`src/rtl/digit_scan_ctrl.sv`:
```
// Seven-segment scan controller: DIV-cycle dwell per digit, frame-synchronous display shadow register.
// Optional macro DIGIT_SCAN_BLANK_EN adds a registered blanking pulse at the start of each dwell.
module digit_scan_ctrl #(
  parameter int unsigned DIV    = 50000,
  parameter int unsigned DIGITS = 8
) (
  input  logic        clk,
  input  logic        rst,
  input  logic        en,
  input  logic        load,
  input  logic [31:0] data,
  input  logic [7:0]  dp_in,
  output logic [2:0]  sel,
  output logic [3:0]  digit,
  output logic        dp,
  output logic        tick,
  output logic        frame_done,
  output logic        blank
);

  localparam int unsigned PW = (DIV > 1) ? $clog2(DIV) : 1;
  localparam logic [PW-1:0] PMAX = PW'(DIV - 1);
  localparam logic [2:0]    SMAX = 3'(DIGITS - 1);

  logic [PW-1:0] pcnt_q, pcnt_d;
  logic [2:0]    sel_q, sel_d;
  logic          tick_q, tick_d;
  logic          fd_q, fd_d;
  logic [39:0]   hold_q, hold_d;
  logic [39:0]   disp_q, disp_d;
  logic          wrap, frame_wrap;
  logic [39:0]   next_disp;

  // sel beyond DIGITS-1 is treated like the last digit so a forced value recovers at the next wrap
  assign wrap       = en && (pcnt_q == PMAX);
  assign frame_wrap = wrap && (sel_q >= SMAX);
  assign next_disp  = load ? {data, dp_in} : hold_q;

  always_comb begin
    pcnt_d = pcnt_q;
    sel_d  = sel_q;
    hold_d = hold_q;
    disp_d = disp_q;
    tick_d = wrap;
    fd_d   = frame_wrap;
    if (en) begin
      pcnt_d = wrap ? '0 : pcnt_q + 1'b1;
    end
    if (wrap) begin
      sel_d = frame_wrap ? 3'd0 : sel_q + 3'd1;
    end
    if (load) begin
      hold_d = {data, dp_in};
    end
    // A stopped display tracks new values immediately instead of waiting for a frame
    if (frame_wrap || !en) begin
      disp_d = next_disp;
    end
  end

  always_ff @(posedge clk or posedge rst) begin
    if (rst) begin
      pcnt_q <= '0;
      sel_q  <= '0;
      tick_q <= 1'b0;
      fd_q   <= 1'b0;
      hold_q <= '0;
      disp_q <= '0;
    end else begin
      pcnt_q <= pcnt_d;
      sel_q  <= sel_d;
      tick_q <= tick_d;
      fd_q   <= fd_d;
      hold_q <= hold_d;
      disp_q <= disp_d;
    end
  end

  assign sel        = sel_q;
  assign tick       = tick_q;
  assign frame_done = fd_q;
  assign digit      = disp_q[8 + {sel_q, 2'b00} +: 4];
  assign dp         = disp_q[sel_q];

`ifdef DIGIT_SCAN_BLANK_EN
  localparam logic [PW:0] BLANK_N = (DIV / 8 > 1) ? (PW+1)'(DIV / 8) : (PW+1)'(1);

  logic blank_q, blank_d;

  // Compare against the next count so blank lines up with the pcnt value it describes
  always_comb begin
    blank_d = blank_q;
    if (en) begin
      blank_d = ({1'b0, pcnt_d} < BLANK_N);
    end
  end

  always_ff @(posedge clk or posedge rst) begin
    if (rst) begin
      blank_q <= 1'b0;
    end else begin
      blank_q <= blank_d;
    end
  end

  assign blank = blank_q;
`else
  assign blank = 1'b0;
`endif

endmodule

```
`config.mk`:
```
export PLATFORM = sky130hd
export DESIGN_NAME = digit_scan_ctrl
export DESIGN_NICKNAME = d
export VERILOG_FILES = /design/src/rtl/digit_scan_ctrl.sv
export SDC_FILE = /design/constraint.sdc
export NUM_CORES = 1
export LEC_CHECK = 0
export ABC_AREA = 0
export BUFFER_PORTS_ARGS = -buffer_cell sky130_fd_sc_hd__buf_4
export CAP_MARGIN = 10
export CORE_UTILIZATION = 32
export CTS_CLUSTER_SIZE = 28
export DETAILED_ROUTE_END_ITERATION = 10
export GPL_TIMING_DRIVEN = 1
export PLACE_DENSITY_LB_ADDON = 0.2
export SLEW_MARGIN = 20
export SYNTH_ARGS = -nofsm -noshare
export SYNTH_HDL_FRONTEND = slang
export SYNTH_SLANG_ARGS = --single-unit
```
`constraint.sdc`:
```
create_clock -name clk -period 3.1 [get_ports clk]
set_input_delay 0.155 -clock clk [delete_from_list [all_inputs] [get_ports clk]]
set_output_delay 0.155 -clock clk [all_outputs]
set_load 0.05 [all_outputs]
```
==> out/metrics.yaml <==
synthesis:
  synthCells: 290
  synthAdderAreaFrac_pct: 0.867
  yosys-top-cells-count: "101 x dfrtp_1, 81 x mux2_2, 13 x nor2_1"
  ys.flop_type: "dfrtp_1"
  yosysMostFrequentCell: "dfrtp_1"
  synth_compound_area_share_pct: 1.36
  postSynthAreaPerCell_um2: 14.9
  synth_area_um2: 4330
  synth_area_leaders: "dfrtp_1 58%, mux2_2 21%, mux4_2 5.2%"
  synth.distinct_cells: 34
  yosys.area_share.simple_pct: 6.44
  synth-xor-area-share_pct: 2.43
  ys_ff_latch: 101
  synth_top_family_by_area: "multiplexers"
  muxShareOfSynthArea_pct: 27.8
  syn-num-nets: 337
  yosysSeqAreaShare_pct: 58.4
  synth-edff-count: 0
  yosysTopAreaCellShare_pct: 58.4
  synth_top_area_cell: "dfrtp_1"
  async_flop_share_pct: 100
  yosysWarningCount: 0
sta:
  fin_crit_sh_pct: 72.6
  fmax_mhz: 444
  worst_pin_slew_ns: 0.723
  whs_ns: 0.0572
  final_max_slew_viol_count: 0
  post-route-min-period_ns: 2.25
  skew_ns: 0.00813
  grt_setup_unrepaired: "no"
  fin_tns_setup_ns: 0
  setup_viol: 0
  hold_viol_final: 0
  max-slew-margin-rel_pct: 51.8
clock_tree:
  cts_htree_levels: 3
  cts_resized: 0
  cts_tree: "yes"
  cts.sinks: 101
  clk_latency_ns: 0.35
  clock-root-buffer: "clkbuf_16"
  cts_made_buffers: 9
  cts.clk_slew.worst_paths_ns: 0.07
  clockBufferDepth: 2
layout:
  area_delta_synth_final_pct: 20.4
  diodes: 0
  fin_util_pct: 39.4
  stdcell_area_um2: 5210
  drive_gt1_share_pct: 48.2
  nets: 395
  fill_cells: 1274
worst_setup_path:
  worstPathRequired_ns: 3.32
  r2r_slack_ns: 0.85
  critPathKind: "reg2reg"
  cp.arrival_ns: 2.48
  cp-start-kind: "flip-flop"
  crit_path_max_fanout: 26
  endpoint_kind: "flip-flop"
run:
  maxCapViolCount: 0
detailed_routing:
  ant_nets: 0
  via_per_inst: 4.58
  wl_per_cell_um: 15.0
  vias: 2423
  firstDrtPassIters: 7
  routed_wl_mm: 7.91
  drtIter0Drc: 140
  drc: 1
floorplan:
  fp.coreArea_um2: 13200
  num_rows: 42
  die_w_um: 118
  die_area_um2: 14000
  die_y_um: 118
  start_util_pct: 32.7
  pin_count: 55
power:
  leakage_nw: 2.22
  power_density_nw_per_um2: 592
  max-vdd-ir-drop_mv: 0.241
run_status:
  violations: "DRC"
  status: "complete, but fails checks"
placed_design:
  placedInstanceArea_um2: 4920
  dp_hpwl_mm: 5.37
  gp_congestion: 0.772
  portBuffers: 53
grt:
  grt_max_degree: 60
  overflow: 0
  grt.total_usage_pct: 12.6
  grt_pass1_vias: 2554
  antenna_found_initial: 0
  grt_pass1_wl_mm: 13.5
worst_hold_path:
  hp-class: "in2reg"
## layer usage
metal / vias to the layer above / GRT usage, % / share of wire (%)
li1: 1158 / - / -
met1: 1220 / 17.9 / 50
met2: 35 / 17.6 / 44
met3: 10 / 3.33 / 3.7
met4: 0 / 6.49 / 2.0
met5: - / 0 / 0
## worst paths after layout
path	startpoint	end	cells past startpoint
hold / removal	dp_in[5]	hold_q[5]$_DFF_PP0_	2
setup reg to reg	pcnt_q[0]$_DFFE_PP0P_	disp_q[1]$_DFFE_PP0P_	6
min in group asynchronous	rst	sel[2]$_DFFE_PP0N_	3
hold reg to reg	disp_q[28]$_DFFE_PP0P_	disp_q[28]$_DFFE_PP0P_	1
setup / recovery	pcnt_q[0]$_DFFE_PP0P_	disp_q[1]$_DFFE_PP0P_	6
max in group asynchronous	rst	disp_q[1]$_DFFE_PP0P_	4
## cells by family after synthesis
group | Yosys count
other | 1
xor gates and xnor gates | 12
muxes | 97
adders and majority gates | 3
and+or+nand+nor | 47
buffers and inverters | 20
DFF | 101
AOI/OAI and AO/OA | 9
## critical path, cell delays in order, from the launching register on
cell     delay (ns)
dfrtp_1        0.38
ha_1           0.20
and4_2         0.29
nand4_2        0.16
o21ai_4        0.48
buf_12         0.26
mux2_2         0.35
## repair_timing
item | CTS | global route
hold buffers | 1 | 0
endpoints found under the hold margin | 57 | 0
setup buffers | 0 | 0
## layout make-up
type | count | area, µm² | area share [%]
multi-input combinational | 169 | 1690 | 32.4
inverter | 8 | 32.5 | 0.624
clock inverter | 3 | 46.3 | 0.888
timing repair buffer | 59 | 458 | 8.79
clock buffer | 13 | 240 | 4.61
tap | 176 | 220 | 4.22
sequential | 101 | 2530 | 48.5
## placed cells by master, fill, tap and decap left out, types with 2 or more instances in the layout
cell / synthesis / routed
or2_2: 2 / 2
mux2_1: 5 / 5
buf_4: 2 / 57
o21ai_0: 4 / 4
inv_1: 7 / 6
xnor2_1: 8 / 8
nor2_1: 13 / 13
dfrtp_1: 101 / 101
clkbuf_1: 1 / 4
nor3_1: 4 / 4
ha_1: 3 / 3
mux4_2: 10 / 10
mux2_2: 81 / 81
a21oi_1: 2 / 2
and4bb_2: 2 / 2
clkbuf_16: 0 / 9
xor2_1: 4 / 4
or3_1: 3 / 3
nand4_1: 7 / 7
nand2_1: 6 / 6
nand3_1: 5 / 5
## registers in the layout, summed over array words and instances, names as in the netlist
signal      flops
disp_q         40
frame_done      1
hold_q         40
pcnt_q         16
sel             3
tick            1
## where the power goes
| group | leakage, nW | switching [W] | internal (W) | total [W] |
|---|---|---|---|---|
| clock | 0.134 | 0.000481 | 0.000629 | 0.00111 |
| sequential | 1.20 | 0.0000898 | 0.00148 | 0.00157 |
| combinational | 0.889 | 0.000181 | 0.000226 | 0.000408 |
## per-stage QoR
stage                     instances  worst slack [ns]  power [W]
final                           529             0.848    0.00309
after global routing            529             0.701    0.00323
after global placement          512             0.890    0.00200
after detailed placement        512             0.841    0.00201
after CTS                       529             0.818    0.00313
after floorplan                 290             0.298    0.00187
Note: power is estimated with default switching activity, not from simulation.
